$ cat src/rtl/npu_pkg.sv
`default_nettype none
// ============================================================================
// Module      : npu_pkg
// Description : Shared NPU constants and types for the convolution datapath.
//               A row result vector holds one entry per valid kernel
//               position across a pixel row.
// Revision    : 1.0 - initial release
// ============================================================================
package npu_pkg;

    localparam int PIXEL_ROW_BYTES = 32;
    localparam int KERNEL_TAPS     = 3;
    localparam int NUM_RESULTS     = PIXEL_ROW_BYTES - KERNEL_TAPS + 1;
    localparam int RESULT_W        = 18;
    localparam int IDX_W           = 5;

    typedef logic signed [RESULT_W-1:0] result_t;

endpackage : npu_pkg
`default_nettype wire

$ cat src/rtl/conv_result_streamer.sv
`default_nettype none
// ============================================================================
// Module      : conv_result_streamer
// Description : Snapshots the convolution engine's row result vector on the
//               one-cycle done pulse and streams the entries out, index 0
//               first, over a valid/ready interface. A new row may complete
//               exactly on the final handshake (back-to-back, no bubble);
//               a row completing at any other point of a stream is dropped
//               and reported as an overrun.
// Ports       : clk            - clock, rising edge
//               rst            - synchronous active-high reset
//               done_signal    - engine row-complete pulse, result_data valid
//               result_data    - [0:NUM_RESULTS-1] signed row results
//               m_valid/m_ready- output handshake
//               m_data         - current result
//               m_index        - index of current result
//               m_last         - marks index NUM_RESULTS-1
//               busy           - a stream is in progress
//               overrun        - one-cycle pulse, a done pulse was dropped
//               overrun_sticky - set on any overrun, cleared only by rst
// Options     : CONV_RESULT_RELU_EN - when defined, negative entries are
//               stored as 0 at capture (ReLU); otherwise raw two's complement.
// Revision    : 1.0 - initial release
// ============================================================================
module conv_result_streamer #(
    parameter int NUM_RESULTS = npu_pkg::NUM_RESULTS,
    parameter int RESULT_W    = npu_pkg::RESULT_W,
    parameter int IDX_W       = npu_pkg::IDX_W
) (
    input  logic                       clk,
    input  logic                       rst,
    input  logic                       done_signal,
    input  logic signed [RESULT_W-1:0] result_data [0:NUM_RESULTS-1],
    output logic                       m_valid,
    input  logic                       m_ready,
    output logic signed [RESULT_W-1:0] m_data,
    output logic [IDX_W-1:0]           m_index,
    output logic                       m_last,
    output logic                       busy,
    output logic                       overrun,
    output logic                       overrun_sticky
);

    import npu_pkg::*;

    localparam logic [IDX_W-1:0] c_LAST_IDX = IDX_W'(NUM_RESULTS - 1);

    typedef enum logic [0:0] {
        ST_IDLE   = 1'b0,
        ST_STREAM = 1'b1
    } state_t;

    state_t                      r_state;
    state_t                      w_state_nx;
    logic [IDX_W-1:0]            r_index;
    logic [IDX_W-1:0]            w_index_nx;
    logic                        r_overrun;
    logic                        w_overrun_nx;
    logic                        r_overrun_sticky;
    logic                        w_capture;
    logic                        w_valid;
    logic                        w_last;
    logic                        w_handshake;
    logic signed [RESULT_W-1:0]  r_buf   [0:NUM_RESULTS-1];
    logic signed [RESULT_W-1:0]  w_store [0:NUM_RESULTS-1];

    // Value written into the snapshot buffer for each entry.
    for (genvar gi = 0; gi < NUM_RESULTS; gi++) begin : g_store
`ifdef CONV_RESULT_RELU_EN
        assign w_store[gi] = result_data[gi][RESULT_W-1] ? '0 : result_data[gi];
`else
        assign w_store[gi] = result_data[gi];
`endif
    end

    assign w_valid     = (r_state == ST_STREAM);
    assign w_last      = w_valid && (r_index == c_LAST_IDX);
    assign w_handshake = w_valid && m_ready;

    always_comb begin
        w_state_nx   = r_state;
        w_index_nx   = r_index;
        w_capture    = 1'b0;
        w_overrun_nx = 1'b0;
        case (r_state)
            ST_IDLE: begin
                if (done_signal) begin
                    w_capture  = 1'b1;
                    w_state_nx = ST_STREAM;
                    w_index_nx = '0;
                end
            end
            ST_STREAM: begin
                if (w_handshake && w_last) begin
                    // Final beat accepted: the buffer is free, so a done
                    // pulse in this very cycle is a legal back-to-back row.
                    w_index_nx = '0;
                    if (done_signal) begin
                        w_capture = 1'b1;
                    end else begin
                        w_state_nx = ST_IDLE;
                    end
                end else begin
                    if (w_handshake) begin
                        w_index_nx = r_index + 1'b1;
                    end
                    // Buffer still holds undrained entries: drop the new row.
                    if (done_signal) begin
                        w_overrun_nx = 1'b1;
                    end
                end
            end
            default: begin
                w_state_nx = ST_IDLE;
                w_index_nx = '0;
            end
        endcase
    end

    always_ff @(posedge clk) begin
        if (rst) begin
            r_state          <= ST_IDLE;
            r_index          <= '0;
            r_overrun        <= 1'b0;
            r_overrun_sticky <= 1'b0;
        end else begin
            r_state          <= w_state_nx;
            r_index          <= w_index_nx;
            r_overrun        <= w_overrun_nx;
            r_overrun_sticky <= r_overrun_sticky | w_overrun_nx;
        end
    end

    // Snapshot buffer needs no reset: it is only read while streaming,
    // and every stream begins with a full capture.
    always_ff @(posedge clk) begin
        if (w_capture) begin
            for (int i = 0; i < NUM_RESULTS; i++) begin
                r_buf[i] <= w_store[i];
            end
        end
    end

    assign m_valid        = w_valid;
    assign busy           = w_valid;
    assign m_last         = w_last;
    assign m_index        = w_valid ? r_index : '0;
    assign m_data         = w_valid ? r_buf[r_index] : '0;
    assign overrun        = r_overrun;
    assign overrun_sticky = r_overrun_sticky;

endmodule : conv_result_streamer
`default_nettype wire
$ cat config.mk
export PLATFORM = sky130hd
export DESIGN_NAME = conv_result_streamer
export DESIGN_NICKNAME = d
export VERILOG_FILES = /design/src/rtl/npu_pkg.sv /design/src/rtl/conv_result_streamer.sv
export SDC_FILE = /design/constraint.sdc
export NUM_CORES = 1
export LEC_CHECK = 0
export ABC_AREA = 0
export BUFFER_PORTS_ARGS = -buffer_cell sky130_fd_sc_hd__buf_4
export CAP_MARGIN = 20
export CORE_AREA = 2 2 224 226
export CTS_BUF_LIST = sky130_fd_sc_hd__clkbuf_8
export CTS_CLUSTER_SIZE = 10
export DETAILED_ROUTE_END_ITERATION = 10
export DIE_AREA = 0 0 226 228
export PLACE_DENSITY = 0.7
export SKIP_LAST_GASP = 1
export SLEW_MARGIN = 10
export SYNTH_ARGS = -nofsm -noshare
export SYNTH_HDL_FRONTEND = slang
export SYNTH_SLANG_ARGS = --single-unit
$ cat constraint.sdc
create_clock -name clk -period 68.5 [get_ports clk]
set_clock_uncertainty 0.2 [all_clocks]
set_input_delay 13.7 -clock clk [delete_from_list [all_inputs] [get_ports clk]]
set_output_delay 13.7 -clock clk [all_outputs]
set_load 0.01 [all_outputs]
==> results.toml, run 1 <==
[global_route]
global_route.usage.total = 0.2191
grt_pass1_wl_mm = 79.92
number_of_antenna_violations_at_the_first_check_in_global_routing = 8
grt_overflow = 0
maximum_number_of_pins_on_one_net_before_global_route_repair = 186
first_global_vias = 12650

[floorplanning]
floorplan.initialDensity = 0.4314
floorplan.die_area_sq_um = 51530
cell_row_count = 82
fp.dieH_um = 228
io_pins = 572
core_sq_um = 49350
die_width_um = 226

[routing]
detail_route.vias_per_cell = 5.137
detailroute.via_count = 11912
dr.first_iter.drc_count = 922
final_antenna_net_count = 0
route.detailed.wl_per_inst_um = 24.50
first_pass_iters = 4
total_wirelength_of_the_detailed_routed_design_mm = 56.81
drc_errors = 0

[clock_tree]
cts.reportedPaths.clkPinSlew_ns = 0.06
clock_path_buffers = 3
clock-root-buffer = "sky130_fd_sc_hd__clkbuf_8"
cts_hold_buf = 0
resized_gates_after_cts = 0
clock-sinks = 553
clkLatencyLatePin_ns = 0.67
cts_inserted_buffers = 91
cts_tree = "built"
cts_htree_levels = 3
post-cts-setup-buffers = 0

[placed_design]
io_buffer_count = 571
numPlacedInstances = 2148
routabilityCongestion = 0.8231
place.detailed.hpwl_mm = 41.21

[power_and_ir_drop]
power_density_nw_per_um2 = 25.71
peakVddDrop_uv = 19.66
leakage_nw = 10.21

[synth]
synth-edff-count = 540
syn-cell-area_sq_um = 21290
synthArstFlopShare = 0
synthFlopType = "sky130_fd_sc_hd__edfxtp_1"
syn-num-nets = 1484
post_synth_inst_count = 938
synth_top_cell_by_area = "sky130_fd_sc_hd__edfxtp_1"
post_synthesis_sequential_area_ratio = 0.7738
yosys.area.top_type_share = 0.7616
synth_warn = 0
synth_area_per_cell_sq_um = 22.70
synthTopCellsByArea = "sky130_fd_sc_hd__edfxtp_1 (76%), sky130_fd_sc_hd__mux4_2 (12%), sky130_fd_sc_hd__mux2i_1 (1.8%)"
synth.ff_latch_count = 553
yosys.cell_types.count = 40

[sta]
setup_repair_after_global_routing_missed_its_margin = "false"
period_share = 0.2684
final_hold_viol_count = 0
report.final.slew_viol_count = 0
worst-slew-pin-transition_ns = 1.077
worst_slew_margin_rel = 0.2817
setup_viol_count_final = 0
final.setup.tns_ns = 0
timing.final.crit_period_ns = 18.38
timing.fmax_mhz = 54.39

[critical_path]
timing.critical_path.cells = "buf_4 > buf_4 > mux4_1 > mux4_2 > nor2_1 > a211oi_1 > buf_4"
critical_path_arrival_ns = 4.48
crit_path_frequent_cell = "sky130_fd_sc_hd__buf_4"
slowest_stage = "sky130_fd_sc_hd__buf_4"
worst-setup-path-type = "register to primary output"
rr_worst_depth = 7
worst_setup_path_end_kind = "primary output"
worstPathRequired_ns = 54.60
crit_fanout = 43
critical_path.max_stage_delay_ns = 0.72
startpoint_type = "register"

[final_layout]
areaGrowthSynthToFinish_pct = 30.95
multi_input_comb_area_sq_um = 4466
fillerInstances = 3771
layout-drive-gt1-share = 0.5113
num-nets-final = 2116
seq_area_sq_um = 16490
finish.cell_count_without_fillers = 2319

[min_path]
hp-class = "register to register"
whs_path_depth = 2

[run]
drv_cap = 0

[run_status]
outcome = "complete, no violations"
==> flip-flops by register name, summed over array words and instances, names as in the netlist, named ones only <==
register / cells
busy: 1
overrun: 1
overrun_sticky: 1
r_buf: 540
r_index: 5
==> cells in the final DEF (no fill, tap or decap), types with 5 or more instances in the layout <==
master,instances
sky130_fd_sc_hd__clkbuf_8,95
sky130_fd_sc_hd__a22oi_1,12
sky130_fd_sc_hd__mux2_2,26
sky130_fd_sc_hd__edfxtp_1,540
sky130_fd_sc_hd__nand2_1,8
sky130_fd_sc_hd__mux2i_1,39
sky130_fd_sc_hd__a211oi_1,5
sky130_fd_sc_hd__diode_2,6
sky130_fd_sc_hd__a21oi_1,16
sky130_fd_sc_hd__o21ai_0,15
sky130_fd_sc_hd__o221ai_1,7
sky130_fd_sc_hd__mux4_1,12
sky130_fd_sc_hd__dfxtp_1,9
sky130_fd_sc_hd__clkinv_2,8
sky130_fd_sc_hd__clkinv_1,32
sky130_fd_sc_hd__nor2_1,25
sky130_fd_sc_hd__inv_1,28
sky130_fd_sc_hd__mux4_2,115
sky130_fd_sc_hd__and2_1,10
sky130_fd_sc_hd__buf_4,584
sky130_fd_sc_hd__a21o_1,6
==> routing by layer <==
layer | track usage | vias to the layer above | share of wire
met5 | 0 | - | 0.00053
met4 | 0.08071 | 4 | 0.030
met3 | 0.07779 | 97 | 0.093
met2 | 0.3681 | 572 | 0.51
met1 | 0.2592 | 5962 | 0.37
li1 | - | 5277 | -
==> metrics by stage <==
stage	worst slack [ns]	utilization	instance area, sq um	hold slack [ns]	power [mW]
2_1_floorplan	30.66	-	21290	0.2729	0.4427
3_3_place_gp	50.73	0.5311	26210	0.2578	0.4608
3_5_place_dp	50.69	0.5311	26210	0.2737	0.4629
4_1_cts	49.92	0.5643	27850	0.3033	0.7245
5_1_grt	49.79	0.5650	27880	0.3478	0.7447
6_report	50.12	0.5650	27880	0.2988	0.7167
==> final timing paths <==
| kind | slack (ns) | start | to |
|---|---|---|---|
| setup / recovery | 50.12 | register | m_data[5] |
| hold / removal | 0.30 | overrun_sticky$_SDFF_PP0_ | overrun_sticky$_SDFF_PP0_ |
| setup reg to reg | 64.32 | r_index[0]$_SDFFE_PP0P_ | r_buf[4][14]$_DFFE_PP_ |
| hold reg to reg | 0.30 | overrun_sticky$_SDFF_PP0_ | overrun_sticky$_SDFF_PP0_ |
==> cell type report <==
cell class,instances,share of cell area
repair buffers,586,0.1587
clock inverters,69,0.01180
inverters,3,0.0004039
multi-input cells,335,0.1602
flip-flops and latches,553,0.5914
clock buffers,95,0.04689
diodes,6,0.0005385
well taps,672,0.03016
==> cells by family (layout without fill, tap and decap cells) <==
family	count (synthesis)	in the layout	share of synthesized area
buffers and inverters	50	753	0.01681
DFF	553	553	0.7738
other	0	6	0
and+or+nand+nor	60	60	0.01357
AOI/OAI and AO/OA	81	81	0.02609
adders and majority gates	2	2	0.001175
muxes	192	192	0.1685
==> power by group <==
group	leakage (nW)	internal (mW)	switching, mW
Combinational	4.03	0.0325	0.0233
Sequential	5.25	0.394	0.00545
Clock	0.926	0.135	0.126
==> critical path: cells and delay by family (launching register included) <==
kind,cells,cell delay [ns]
compound gates,1,0.13
mux,2,1.12
flops,1,0.65
simple gates,1,0.43
buf+inv,3,1.44
==> cells in the mapped netlist (6+ instances only) <==
cell,number
sky130_fd_sc_hd__a21o_1,6
sky130_fd_sc_hd__o21ai_0,15
sky130_fd_sc_hd__a22oi_1,12
sky130_fd_sc_hd__dfxtp_1,13
sky130_fd_sc_hd__nor2_1,26
sky130_fd_sc_hd__buf_2,11
sky130_fd_sc_hd__buf_4,18
sky130_fd_sc_hd__mux2i_1,39
sky130_fd_sc_hd__edfxtp_1,540
sky130_fd_sc_hd__mux4_1,12
sky130_fd_sc_hd__mux4_2,115
sky130_fd_sc_hd__o221ai_1,7
sky130_fd_sc_hd__and2_1,10
sky130_fd_sc_hd__a21oi_1,16
sky130_fd_sc_hd__mux2_2,26
sky130_fd_sc_hd__nand2_1,8
Note: power is estimated with default switching activity, not from simulation.
==> run 2, diff against run 1 <==
- ABC_AREA: 0 -> 1
- CORE_AREA: 2 2 224 226 -> 2 2 225 227
- DIE_AREA: 0 0 226 228 -> 0 0 227 229
- PLACE_DENSITY: 0.7 -> 0.72
- clock period: 68.5 -> 19.2 ns (I/O delays scaled with it)
==> run 2 against run 1 <==
  * Synthesized cell count up 100%
  * Flip-flop and latch count unchanged
  * Global-route usage up 5.1 points
  * First-iteration DRC count up 98%
  * Routed wire length up 26%
  * Cell count up 39%
  * Clock power rose to 3.7 times the previous value
  * Sequential power rose to 3.6 times the previous value
  * Die area up 0.88%
  * Total power rose to 3.7 times the previous value
  * Hold slack worse by 0.020 ns
==> results.toml, run 2 <==
[run_status]
outcome = "complete, no violations"

[floorplanning]
io_pins = 572
core_sq_um = 49660
floorplan.die_area_sq_um = 51980
die_width_um = 227
cell_row_count = 82
fp.dieH_um = 229
floorplan.initialDensity = 0.4533

[final_layout]
layout-drive-gt1-share = 0.2825
largest_reg_flops = 540
registers.top_by_ff_count = "r_buf"
leading_cell_type_in_the_layout_fill_and_taps_excluded = "sky130_fd_sc_hd__nand2_1"
fillerInstances = 4061
reg.largest.list = "r_buf: 540 flops, r_index: 5 flops"
layout.core_utilization = 0.5784
areaGrowthSynthToFinish_pct = 27.59
most-common-layout-cells = "sky130_fd_sc_hd__nand2_1 (702), sky130_fd_sc_hd__buf_4 (588), sky130_fd_sc_hd__edfxtp_1 (540)"
final_cell_area_excluding_filler_cells_sq_um = 28720
num-nets-final = 3021
finish.cell_count_without_fillers = 3219

[synth]
synth_top_cell_by_area = "sky130_fd_sc_hd__edfxtp_1"
synth_area_per_cell_sq_um = 11.78
syn-num-nets = 2456
synth.ff_latch_count = 553
synthArstFlopShare = 0
post_synth_inst_count = 1910
synth.most_common_cell = "sky130_fd_sc_hd__nand2_1"
netlist_top_cells_count = "sky130_fd_sc_hd__nand2_1 (702), sky130_fd_sc_hd__edfxtp_1 (540), sky130_fd_sc_hd__nand3_1 (360), sky130_fd_sc_hd__nor2_1 (55), sky130_fd_sc_hd__buf_2 (48)"
synthFlopType = "sky130_fd_sc_hd__edfxtp_1"
synthTopCellsByArea = "sky130_fd_sc_hd__edfxtp_1 (72%), sky130_fd_sc_hd__nand2_1 (12%), sky130_fd_sc_hd__nand3_1 (8.0%)"
yosys.cell_types.count = 25
yosys.area.top_type_share = 0.7204
synth-edff-count = 540
synth_warn = 0
post_synthesis_sequential_area_ratio = 0.7320
syn-cell-area_sq_um = 22510

[clock_tree]
cts_inserted_buffers = 91
post-cts-setup-buffers = 0
clock_path_buffers = 3
clock-sinks = 553
cts_tree = "built"
cts.reportedPaths.clkPinSlew_ns = 0.06
cts_htree_levels = 3
cts_hold_buf = 0
clkLatencyLatePin_ns = 0.67
resized_gates_after_cts = 0
clock-root-buffer = "sky130_fd_sc_hd__clkbuf_8"

[global_route]
first_global_vias = 16825
maximum_number_of_pins_on_one_net_before_global_route_repair = 154
grt_overflow = 0
number_of_antenna_violations_at_the_first_check_in_global_routing = 9
global_route.usage.total = 0.2702
grt_pass1_wl_mm = 102.7

[sta]
setup_repair_after_global_routing_missed_its_margin = "false"
final.setup.tns_ns = 0
final_worst_hold_slack_ns = 0.2786
timing.fmax_mhz = 120.0
worst-slew-pin-transition_ns = 1.130
final_hold_viol_count = 0
setup_viol_count_final = 0
timing.final.ws_setup_ns = 10.87
timing.final.crit_period_ns = 8.335
period_share = 0.4341
worst_slew_margin_rel = 0.2467
report.final.slew_viol_count = 0

[power_and_ir_drop]
sw_ratio = 0.2370
internal_power_mw = 2.008
netSwitchingPower_mw = 0.6238
power_frac_clock = 0.366
leakage_nw = 11.90
total_power_mw = 2.632
p_seq_frac = 0.542
power.combinational.fraction = 0.091
power_density_nw_per_um2 = 91.64
peakVddDrop_uv = 65.91

[routing]
route.detailed.wl_per_inst_um = 22.25
final_antenna_net_count = 0
first_pass_iters = 5
detailroute.via_count = 16942
drc_errors = 0
detail_route.vias_per_cell = 5.263
total_wirelength_of_the_detailed_routed_design_mm = 71.62
dr.first_iter.drc_count = 1824

[critical_path]
timing.critical_path.cells = "inv_8 > buf_4 > nand2_1 > nand3_1 > nand3_1 > nand2_1 > nand2_1 > nand2_1 > nor2_1 > nor2_1 > buf_4"
cpLargestDelayFamily = "buffers and inverters"
critical_path_arrival_ns = 4.29
worstPathRequired_ns = 15.16
worstPathBufferInverterCount = 3
crit_path_frequent_cell = "sky130_fd_sc_hd__nand2_1"
critical_path.max_stage_delay_ns = 0.85
startpoint_type = "register"
worst-setup-path-type = "register to primary output"
crit_fanout = 153
worst_setup_path_end_kind = "primary output"
slowest_stage = "sky130_fd_sc_hd__buf_4"

[placed_design]
placedInstanceArea_sq_um = 27050
place.detailed.hpwl_mm = 48.70
numPlacedInstances = 3054
io_buffer_count = 571
dp_slack_ns = 11.70
routabilityCongestion = 0.8854

[run]
drv_cap = 0

[min_path]
hp-class = "register to register"
-- run 2: cell types whose count changed in the layout (fill, tap and decap cells not counted), sizes merged, moves of 14 or more --
cell	delta
mux2	-26
nand3	+358
mux2i	-39
clkinv	-15
mux4	-127
nand2	+694
inv	+40
o21ai	+14
nor2	+30
a21oi	+31
-- run 2: final timing paths --
path | start | end | slack, ns | cells after the start
worst max-delay path | register | m_data[12] | 10.87 | 11
worst min-delay path | overrun_sticky$_SDFF_PP0_ | overrun_sticky$_SDFF_PP0_ | 0.28 | 2
worst max register to register | busy$_SDFF_PP0_ | r_buf[12][9]$_DFFE_PP_ | 14.48 | 10
worst min register to register | overrun_sticky$_SDFF_PP0_ | overrun_sticky$_SDFF_PP0_ | 0.28 | 2
-- run 2: power by group through the flow --
stage	Clock, mW	Combinational [mW]	Sequential [mW]
floorplan	0	0.112	1.46
global placement	0	0.235	1.45
detailed placement	0	0.241	1.45
CTS	0.980	0.242	1.43
global route	1.03	0.263	1.43
finish	0.964	0.240	1.43
-- run 2: tightest hold or removal path: cells and delay by family (launching register included) --
| family | cells | cell delay (ns) |
|---|---|---|
| compound gates | 1 | 0.06 |
| flops | 1 | 0.33 |
| simple gates | 1 | 0.05 |
-- run 2: area by class of cell --
cell class              instances  area [sq um]  share of cell area
diodes                          9         22.52           0.0007842
clock buffers                  94          1294             0.04505
clock inverters                62         357.8             0.01246
inverters                      39         157.7            0.005489
multi-input cells            1200          5097              0.1775
flip-flops and latches        553         16490              0.5741
well taps                     672         840.8             0.02928
repair buffers                590          4462              0.1554
-- run 2: routing by layer --
metal  GRT usage  vias up  part of all wire
li1            -     7771                 -
met1      0.3414     8091              0.38
met2      0.4387      930              0.48
met3     0.07761      148              0.10
met4      0.1074        2             0.037
met5           0        -           0.00018
-- run 2: cells by family after synthesis --
| family | synth area share |
|---|---|
| flip-flops | 0.7320 |
| AO/OA/AOI/OAI | 0.01723 |
| buffers and inverters | 0.04208 |
| XOR/XNOR | 0.0007784 |
| adder cells (fa/ha/maj) | 0.001112 |
| AND/OR/NAND/NOR | 0.2068 |
